**src/rtl/dense_pkg.sv**
```systemverilog
// Shared definitions for the dense layer engine: FSM encoding, width helpers
// and the activation/saturation function applied to every output.
package dense_pkg;

    localparam logic [2:0] ST_IDLE  = 3'd0;
    localparam logic [2:0] ST_MAC   = 3'd1;
    localparam logic [2:0] ST_FLUSH = 3'd2;
    localparam logic [2:0] ST_BIAS  = 3'd3;
    localparam logic [2:0] ST_DRAIN = 3'd4;
    localparam logic [2:0] ST_DONE  = 3'd5;

    // Address width that never collapses to zero bits for single-entry spaces.
    function automatic int clog2w(input int value);
        return (value <= 1) ? 1 : $clog2(value);
    endfunction

    // Accumulator width: full product plus enough headroom that summing every
    // input (and the bias) can never wrap.
    function automatic int accSize(input int dataSize, input int inCount);
        return 2 * dataSize + $clog2(inCount) + 1;
    endfunction

    // Optional ReLU followed by a clamp into the signed dataSize-bit range.
    function automatic logic signed [63:0] reluSat(input logic signed [63:0] value,
                                                   input int dataSize,
                                                   input bit useRelu);
        logic signed [63:0] maxV;
        logic signed [63:0] minV;
        logic signed [63:0] v;
        maxV = (64'sd1 <<< (dataSize - 1)) - 64'sd1;
        minV = -(64'sd1 <<< (dataSize - 1));
        v = (useRelu && (value < 0)) ? 64'sd0 : value;
        if (v > maxV) begin
            v = maxV;
        end else if (v < minV) begin
            v = minV;
        end
        return v;
    endfunction

endpackage

```
**src/rtl/dense_mac_lane.sv**
```systemverilog
// One MAC lane: accumulates floor-scaled products of input and weight, then
// adds the bias, which already shares the accumulator's binary point.
module dense_mac_lane
    import dense_pkg::*;
#(
    parameter int DATA_SIZE = 16,
    parameter int FRAC_SIZE = 8,
    parameter int ACC_SIZE  = 39
) (
    input  logic                       clk,
    input  logic                       rst,
    input  logic                       clr,
    input  logic                       accEn,
    input  logic                       biasEn,
    input  logic [DATA_SIZE-1:0]       inData,
    input  logic [DATA_SIZE-1:0]       weight,
    input  logic [DATA_SIZE-1:0]       bias,
    output logic signed [ACC_SIZE-1:0] acc
);

    logic signed [2*DATA_SIZE-1:0] prod;
    logic signed [2*DATA_SIZE-1:0] term;
    logic signed [ACC_SIZE-1:0]    termExt;
    logic signed [ACC_SIZE-1:0]    biasExt;

    // Signed full-width product, rescaled with an arithmetic (flooring) shift.
    always_comb begin
        prod    = $signed({{DATA_SIZE{inData[DATA_SIZE-1]}}, inData})
                * $signed({{DATA_SIZE{weight[DATA_SIZE-1]}}, weight});
        term    = prod >>> FRAC_SIZE;
        termExt = {{(ACC_SIZE-2*DATA_SIZE){term[2*DATA_SIZE-1]}}, term};
        biasExt = {{(ACC_SIZE-DATA_SIZE){bias[DATA_SIZE-1]}}, bias};
    end

    // Accumulator: clear wins, then bias add, then product add.
    always_ff @(posedge clk or posedge rst) begin
        if (rst) begin
            acc <= '0;
        end else if (clr) begin
            acc <= '0;
        end else if (biasEn) begin
            acc <= acc + biasExt;
        end else if (accEn) begin
            acc <= acc + termExt;
        end
    end

endmodule

```
**src/rtl/dense_layer_engine.sv**
```systemverilog
// Self-sequenced dense layer: LANES neurons per pass over all inputs, then
// bias, activation and saturation, results drained one lane at a time.
module dense_layer_engine
    import dense_pkg::*;
#(
    parameter int IN_COUNT  = 64,
    parameter int OUT_COUNT = 10,
    parameter int DATA_SIZE = 16,
    parameter int FRAC_SIZE = 8,
    parameter int LANES     = 2,
    parameter int RELU      = 1
) (
    input  logic                                          clk,
    input  logic                                          rst,
    input  logic                                          start,
    output logic                                          busy,
    output logic                                          done,
    output logic [clog2w(IN_COUNT)-1:0]                   inAdr,
    input  logic [DATA_SIZE-1:0]                          inData,
    output logic [clog2w(IN_COUNT*(OUT_COUNT/LANES))-1:0] weightAdr,
    input  logic [LANES*DATA_SIZE-1:0]                    weightData,
    output logic [clog2w(OUT_COUNT/LANES)-1:0]            biasAdr,
    input  logic [LANES*DATA_SIZE-1:0]                    biasData,
    output logic                                          outValid,
    input  logic                                          outReady,
    output logic [clog2w(OUT_COUNT)-1:0]                  outAdr,
    output logic [DATA_SIZE-1:0]                          outData
);

    localparam int GROUPS   = OUT_COUNT / LANES;
    localparam int IN_W     = clog2w(IN_COUNT);
    localparam int WADR_W   = clog2w(IN_COUNT * GROUPS);
    localparam int BADR_W   = clog2w(GROUPS);
    localparam int OADR_W   = clog2w(OUT_COUNT);
    localparam int LANE_W   = clog2w(LANES);
    localparam int ACC_SIZE = accSize(DATA_SIZE, IN_COUNT);

    if ((OUT_COUNT % LANES) != 0) begin : gBadLanes
        $error("dense_layer_engine: OUT_COUNT must be a multiple of LANES");
    end
    if (ACC_SIZE > 64) begin : gBadAcc
        $error("dense_layer_engine: accumulator wider than the 64-bit activation path");
    end

    logic [2:0]        state;
    logic [IN_W-1:0]   inIdx;
    logic [BADR_W-1:0] group;
    logic [LANE_W-1:0] lane;
    logic              macValid;
    logic              clrAcc;
    logic              biasEn;
    logic              lastLane;
    logic              lastGroup;
    logic signed [ACC_SIZE-1:0] accs [LANES];
    logic signed [ACC_SIZE-1:0] accSel;

    // Decode the pass boundaries and the lane control strobes.
    always_comb begin
        lastLane  = (lane == LANE_W'(LANES - 1));
        lastGroup = (group == BADR_W'(GROUPS - 1));
        biasEn    = (state == ST_BIAS);
        clrAcc    = ((state == ST_IDLE) && start)
                 || ((state == ST_DRAIN) && outReady && lastLane && !lastGroup);
    end

    // Sequencer: counters advance with the phase, start only honoured in IDLE.
    always_ff @(posedge clk or posedge rst) begin
        if (rst) begin
            state    <= ST_IDLE;
            inIdx    <= '0;
            group    <= '0;
            lane     <= '0;
            macValid <= 1'b0;
        end else begin
            macValid <= (state == ST_MAC);
            case (state)
                ST_IDLE: begin
                    if (start) begin
                        state <= ST_MAC;
                        inIdx <= '0;
                        group <= '0;
                        lane  <= '0;
                    end
                end
                ST_MAC: begin
                    if (inIdx == IN_W'(IN_COUNT - 1)) begin
                        state <= ST_FLUSH;
                        inIdx <= '0;
                    end else begin
                        inIdx <= inIdx + 1'b1;
                    end
                end
                ST_FLUSH: begin
                    state <= ST_BIAS;
                end
                ST_BIAS: begin
                    state <= ST_DRAIN;
                    lane  <= '0;
                end
                ST_DRAIN: begin
                    if (outReady) begin
                        if (lastLane) begin
                            lane <= '0;
                            if (lastGroup) begin
                                state <= ST_DONE;
                                group <= '0;
                            end else begin
                                state <= ST_MAC;
                                group <= group + 1'b1;
                                inIdx <= '0;
                            end
                        end else begin
                            lane <= lane + 1'b1;
                        end
                    end
                end
                ST_DONE: begin
                    state <= ST_IDLE;
                end
                default: begin
                    state <= ST_IDLE;
                end
            endcase
        end
    end

    for (genvar k = 0; k < LANES; k++) begin : gLane
        dense_mac_lane #(
            .DATA_SIZE (DATA_SIZE),
            .FRAC_SIZE (FRAC_SIZE),
            .ACC_SIZE  (ACC_SIZE)
        ) uLane (
            .clk    (clk),
            .rst    (rst),
            .clr    (clrAcc),
            .accEn  (macValid),
            .biasEn (biasEn),
            .inData (inData),
            .weight (weightData[k*DATA_SIZE +: DATA_SIZE]),
            .bias   (biasData[k*DATA_SIZE +: DATA_SIZE]),
            .acc    (accs[k])
        );
    end

    // Addresses are only live in their own phase so idle reads never see stale indices.
    always_comb begin
        inAdr     = '0;
        weightAdr = '0;
        biasAdr   = '0;
        if (state == ST_MAC) begin
            inAdr     = inIdx;
            weightAdr = WADR_W'(inIdx) * WADR_W'(GROUPS) + WADR_W'(group);
        end
        if (state == ST_FLUSH) begin
            biasAdr = group;
        end
    end

    // Status flags and the activated, saturated output of the current lane.
    always_comb begin
        busy     = (state == ST_MAC) || (state == ST_FLUSH)
                || (state == ST_BIAS) || (state == ST_DRAIN);
        done     = (state == ST_DONE);
        outValid = (state == ST_DRAIN);
        accSel   = accs[lane];
        outAdr   = '0;
        outData  = '0;
        if (state == ST_DRAIN) begin
            outAdr  = OADR_W'(group) * OADR_W'(LANES) + OADR_W'(lane);
            outData = DATA_SIZE'(reluSat({{(64-ACC_SIZE){accSel[ACC_SIZE-1]}}, accSel},
                                         DATA_SIZE, RELU != 0));
        end
    end

endmodule

```
**config.mk**
```make
export PLATFORM = sky130hd
export DESIGN_NAME = dense_layer_engine
export DESIGN_NICKNAME = d
export VERILOG_FILES = /design/src/rtl/dense_pkg.sv /design/src/rtl/dense_mac_lane.sv /design/src/rtl/dense_layer_engine.sv
export SDC_FILE = /design/constraint.sdc
export NUM_CORES = 2
export LEC_CHECK = 0
export BUFFER_PORTS_ARGS = -buffer_cell sky130_fd_sc_hd__buf_2
export CORE_UTILIZATION = 35
export CTS_CLUSTER_DIAMETER = 200
export DETAILED_ROUTE_END_ITERATION = 10
export PLACE_DENSITY = 0.48
export SYNTH_ARGS = -nofsm -noshare
export SYNTH_HDL_FRONTEND = slang
export SYNTH_HIERARCHICAL = 1
export SYNTH_SLANG_ARGS = --single-unit
export TNS_END_PERCENT = 20
```
**constraint.sdc**
```tcl
create_clock -name clk -period 6.3 [get_ports clk]
set_input_delay 0 -clock clk [delete_from_list [all_inputs] [get_ports clk]]
set_output_delay 0 -clock clk [all_outputs]
set_load 0.05 [all_outputs]
```
**Word level (Yosys, flattened, before mapping)**

Cells that the tools add are included.

- Flip-flop bits (word level): 92
- Word-level logic and storage cells: 92
- Output and inout bits: 41

- Mux-type cells: 38
- Equality and inequality tests: 12
- Bitwise operators: 1
- Reductions and logical operators: 18
- Add/subtract/negate cells: 9
- Magnitude comparators: 4
- Multipliers: 3

Operators by type and width:

| kind | number |
|---|---|
| $mux 39 | 9 |
| $add 39x16->39 | 2 |
| $add 39x24->39 | 2 |
| $gt 64x16->1 const B | 1 |
| $lt 64x16->1 const B | 1 |
| $mul 16x16->32 | 2 |
| $mux 64 | 1 |
| $mux 16 | 3 |
| $lt 39x1->1 const B | 1 |
| $mux 6 | 6 |
| $mux 3 | 10 |
| $pmux 6 s3 | 1 |
| $pmux 3 s5 | 1 |
| $add 9x3->9 | 1 |
| $eq 3x3->1 const B | 3 |
| $mul 6x3->9 const B | 1 |
| $mux 9 | 1 |
| $reduce_bool 3->1 | 3 |
| $reduce_and 4->1 | 2 |
| $add 6x1->6 const B | 1 |
| $eq 3x2->1 const B | 2 |
| $eq 6x6->1 const B | 1 |
| $ne 2x1->1 const B | 3 |
| $pmux 3 s2 | 1 |
| 17 further kinds | 26 |

**Logic depth before layout (Yosys ltp)**

- Depth after elaboration: 10
- Depth in mapped cells: 37
- Depth with buffers taken out: 36

**Cells and area by module**

Netlist, hierarchy kept.

Modules (own cells, without submodules):

| module | cells each | area each (um^2) | instances | seq. area each (um^2) |
|---|---|---|---|---|
| dense_mac_lane at gLane[0].uLane | 1519 | 13232.7 | 1 | 975.9 |
| dense_mac_lane at gLane[1].uLane | 1506 | 13193.9 | 1 | 975.9 |
| dense_layer_engine | 224 | 1823.0 | 1 | 350.3 |

**Least setup slack after synthesis**

Ideal clock, no wire load.

- Kind: input to register
- Start: input port weightData[3]
- End: register gLane[0].uLane.acc[38]
- Path buffers: 2
- Arrival: 8653 ps
- Setup slack: -2485 ps
- Required time: 6168 ps
- Stages on the path: 34
- Path through: clkbuf_1 and2_1 fa_1 inv_1 fa_1 inv_1 fa_1 fa_1 fa_1 inv_1 fa_1 inv_1 ha_1 a21o_1 a21o_1 a2111oi_2 o22ai_1 o21ai_1 nand3_1 nor3b_2 o21ai_0 ha_1 buf_6 a21o_1 a21oi_1 o21ai_1 o41ai_2 a2bb2oi_1 o211ai_2 a311oi_4 xor2_1 a22oi_2 xor2_1 nor2_1

- Word-level cells in the longest chain between the ends: 5

RTL lines:

| element | line | source |
|---|---|---|
| from (decl) | dense_layer_engine.sv:21 | `input logic [LANES*DATA_SIZE-1:0] weightData,` |
| $mul 16x16->32 | dense_mac_lane.sv:29 | `* $signed({{DATA_SIZE{weight[DATA_SIZE-1]}}, weight});` |
| $add 39x24->39 | dense_mac_lane.sv:44 | `acc <= acc + termExt;` |
| $mux 39 | dense_mac_lane.sv:43 | `end else if (accEn) begin` |
| $mux 39 | dense_mac_lane.sv:41 | `end else if (biasEn) begin` |
| $mux 39 | dense_mac_lane.sv:39 | `end else if (clr) begin` |
| to (signal assigned) | dense_mac_lane.sv:42 | `acc <= acc + biasExt;` |
| to (signal assigned) | dense_mac_lane.sv:44 |  |
| to (decl) | dense_mac_lane.sv:18 | `output logic signed [ACC_SIZE-1:0] acc` |

No other way between the ends. The select of a mux whose other input is x is not followed.
A chain may end at the register's enable or synchronous reset.

**Final worst setup path**

- Start: input port weightData[3]
- End: register gLane[0].uLane.acc[37]

The elaborated chain is that of the path after synthesis.

==> metrics.md <==
| Metric | Value |
|---|---|
| Outcome | finished with violations |
| Failing checks | setup timing |
| Max Clk Rate | 131.5 MHz |
| Antenna-violating nets left | 0 |
| Seq/Total Area, Yosys | 8.150% |
| Share of cells above drive strength 1 | 27.91% |
| Worst-skew pair later-pin latency | 380 ps |
| Crit-path max FO | 4 |
| Wire length of the first global-routing pass | 137.0 mm |
| R2R cell count | 18 |
| Grt ovf | 0 |
| Post-synth top area share | 37.20% |
| Post-Synthesis Cells | 3249 |
| Die X | 286.1 um |
| Worst Setup End Kind | flip-flop |
| Die height | 286.1 um |
| Fin util | 46.34% |
| CTS tree | done |
| CTS clk-pin slew, worst paths | 70 ps |
| Post-route minimum period | 7607 ps |
| Yosys warnings | 6 |
| Post-DP HPWL | 69.09 mm |
| Net count after synthesis | 4117 |
| R2r startpoint | state[1]$_DFFE_PP0P_ |
| GRT Util Overall | 21.13% |
| Clock tree sinks | 92 |
| # fillers | 8034 |
| Die area | 81850 sq um |
| Num rows | 103 |
| First-pass DRT Iterations | 5 |
| Cell repeated most along the worst path | fa_2 |
| Avg Vias per Cell | 4.719 |
| Startpoint Class | input port |
| R2R Path End | gLane[1].uLane/acc[38]$_DFFE_PP0P_ |
| Drt wl/cell | 16.79 um |
| Setup-failing EPs final | 61 |
| Cell variety after synth | 93 |
| GP Congestion | 0.8432 |
| Bufs and invs on worst path | 8 |
| Max Buffers Root-to-Sink | 2 |
| Hold Path Class | input port to flip-flop |
| Crit path max-delay family | adder cells |
| Hold path start | start |
| H-Tree Level Count | 3 |
| Synthesized area | 28250 sq um |
| Syn_area_per_cell | 8.695 sq um |
| Synthesis-stage register bit count | 92 |
| Area added between synthesis and finish | 30.23% |
| Reg2reg setup slack | 1690 ps |
| Crit path max-delay cell type | fa_2 |
| Final nets | 4751 |
| Starting Density | 35.59% |
| Worst Path Arrival | 7870 ps |
| Worst Skew | 9.860 ps |
| Initial antenna violation count | 11 |
| Hold Vio Cnt, Final | 0 |
| Most frequent cell after synthesis | inv_1 |
| Hold Crit Endpoint | lane$_DFFE_PP0P_ |
| Ys async rst share | 100.0% |
| IO buf count | 123 |
| Max_cap viols | 0 |
| Routed WL | 82.91 mm |
| Post-route worst setup slack | -1307 ps |
| Vias in the first global route | 24760 |
| Top cells by area, synth | fa_1 (37%), ha_1 (11%), inv_1 (8.5%), dfrtp_1 (8.1%), and2_1 (5.9%) |
| DR DRC count | 0 |
| Slew HR | 22.89% |
| Worst-margin pin slew | 1152 ps |
| Crit Path Category | input port to flip-flop |
| CP max stage delay | 600 ps |
| RSZ-0062 raised after global routing | true |
| Synth top cells by count | inv_1 (636), fa_1 (525), nand2_1 (427), and2_1 (266), ha_1 (259) |
| Final period util | 120.7% |
| Post-synth EDFFs | 0 |
| Critical Path Start | weightData[3] |
| Final Max Slew Viols | 0 |
| CTS Buf Count | 9 |
| Top_reg_cell synth | dfrtp_1 |
| WP data required | 6560 ps |
| Ports | 125 |
| Via count | 23310 |
| Area leader, netlist | fa_1 |
| Iter 0 DRT Violations | 949 |
| Hold Path Stages | 4 |
| Core area | 79390 sq um |
| Clock root buffer | clkbuf_16 |
| Largest net degree at the start of global routing | 51 |
[logic make-up (layout without fill, tap and decap cells)]
kind of cell	Yosys count	after routing	synth area share (%)
AO/OA/AOI/OAI	491	492	11.33
XOR/XNOR	126	126	3.906
adder cells (fa/ha/maj)	784	784	48.68
buffers and inverters	753	1391	10.23
flip-flops	92	92	8.150
multiplexers	17	17	0.6068
other	1	2	0.01327
AND/OR/NAND/NOR	985	985	17.09
[cell type report]
class                   instances  area [sq um]  area share [%]
multi-input cells            2405         24670           67.05
repair buffers                739          5843           15.88
inverters                     636          2390           6.496
flip-flops and latches         92          2302           6.258
well taps                    1050          1314           3.571
clock buffers                  12         246.5          0.6700
clock inverters                 4         25.02         0.06802
diodes                          1         2.502        0.006802
[stage by stage]
step / setup slack [ps] / instance area, sq um / instances / hold WS (ps) / TNS [ps]
CTS: -1329 / 36150 / 4921 / 65.80 / -48660
floorplan: -1293 / 28970 / 3249 / -110.8 / -31830
finish: -1307 / 36790 / 4939 / 72.95 / -49880
global placement: -2214 / 34560 / 4867 / 133.0 / -98470
global route: -1636 / 36790 / 4938 / 145.5 / -73200
detailed placement: -2219 / 34560 / 4867 / 121.9 / -97750
[layout by cell type (no fill, tap or decap), drive strengths merged, types with 23 or more instances in the layout]
| master | instances |
|---|---|
| nor3 | 29 |
| xnor2 | 85 |
| xor2 | 41 |
| a21oi | 169 |
| buf | 734 |
| and2 | 267 |
| nand2 | 427 |
| o21ai | 99 |
| a21o | 52 |
| fa | 525 |
| ha | 259 |
| a211oi | 23 |
| inv | 636 |
| o211ai | 28 |
| dfrtp | 92 |
| nand2b | 23 |
| nor2 | 114 |
| nand3 | 32 |
[state kept, by name, indices dropped and copies added (netlist names)]
signal and cells:
gLane.uLane/acc 78, inIdx 6, group 3, state 3, lane 1, macValid 1
[per-layer routing]
layer,part of all wire (%),global-route usage [%],wire (um)
met1,50,31.65,41500
met2,44,32.23,36480
met3,4.6,3.458,3790
met4,1.2,3.516,1020
met5,0.15,0,126
[tightest hold or removal path: cells and delay by family]
family          cells  cell delay [ps]
buf+inv             1              100
compound gates      3              310
[worst max-delay path by stage]
stage | to | slack [ps] | depth (start not counted)
6_report | gLane[0].uLane/acc[37]$_DFFE_PP0P_ | -1310 | 37
5_1_grt | gLane[0].uLane/acc[37]$_DFFE_PP0P_ | -1640 | 37
4_1_cts | gLane[0].uLane/acc[38]$_DFFE_PP0P_ | -1330 | 37
3_5_place_dp | gLane[0].uLane/acc[38]$_DFFE_PP0P_ | -2220 | 34
3_3_place_gp | gLane[0].uLane/acc[38]$_DFFE_PP0P_ | -2210 | 34
2_1_floorplan | gLane[0].uLane/acc[38]$_DFFE_PP0P_ | -1290 | 34
[repair_timing]
item,in CTS,in global routing
hold buffers,2,0
endpoints found under the hold margin,93,0
setup endpoints to repair,67,69
buffers inserted,34,18
pin swaps,190,108
gates resized for setup,265,124
cloned,3,3
Power is not shown: default switching activity piles up to over one toggle a cycle in this logic, so the estimate is an artifact.
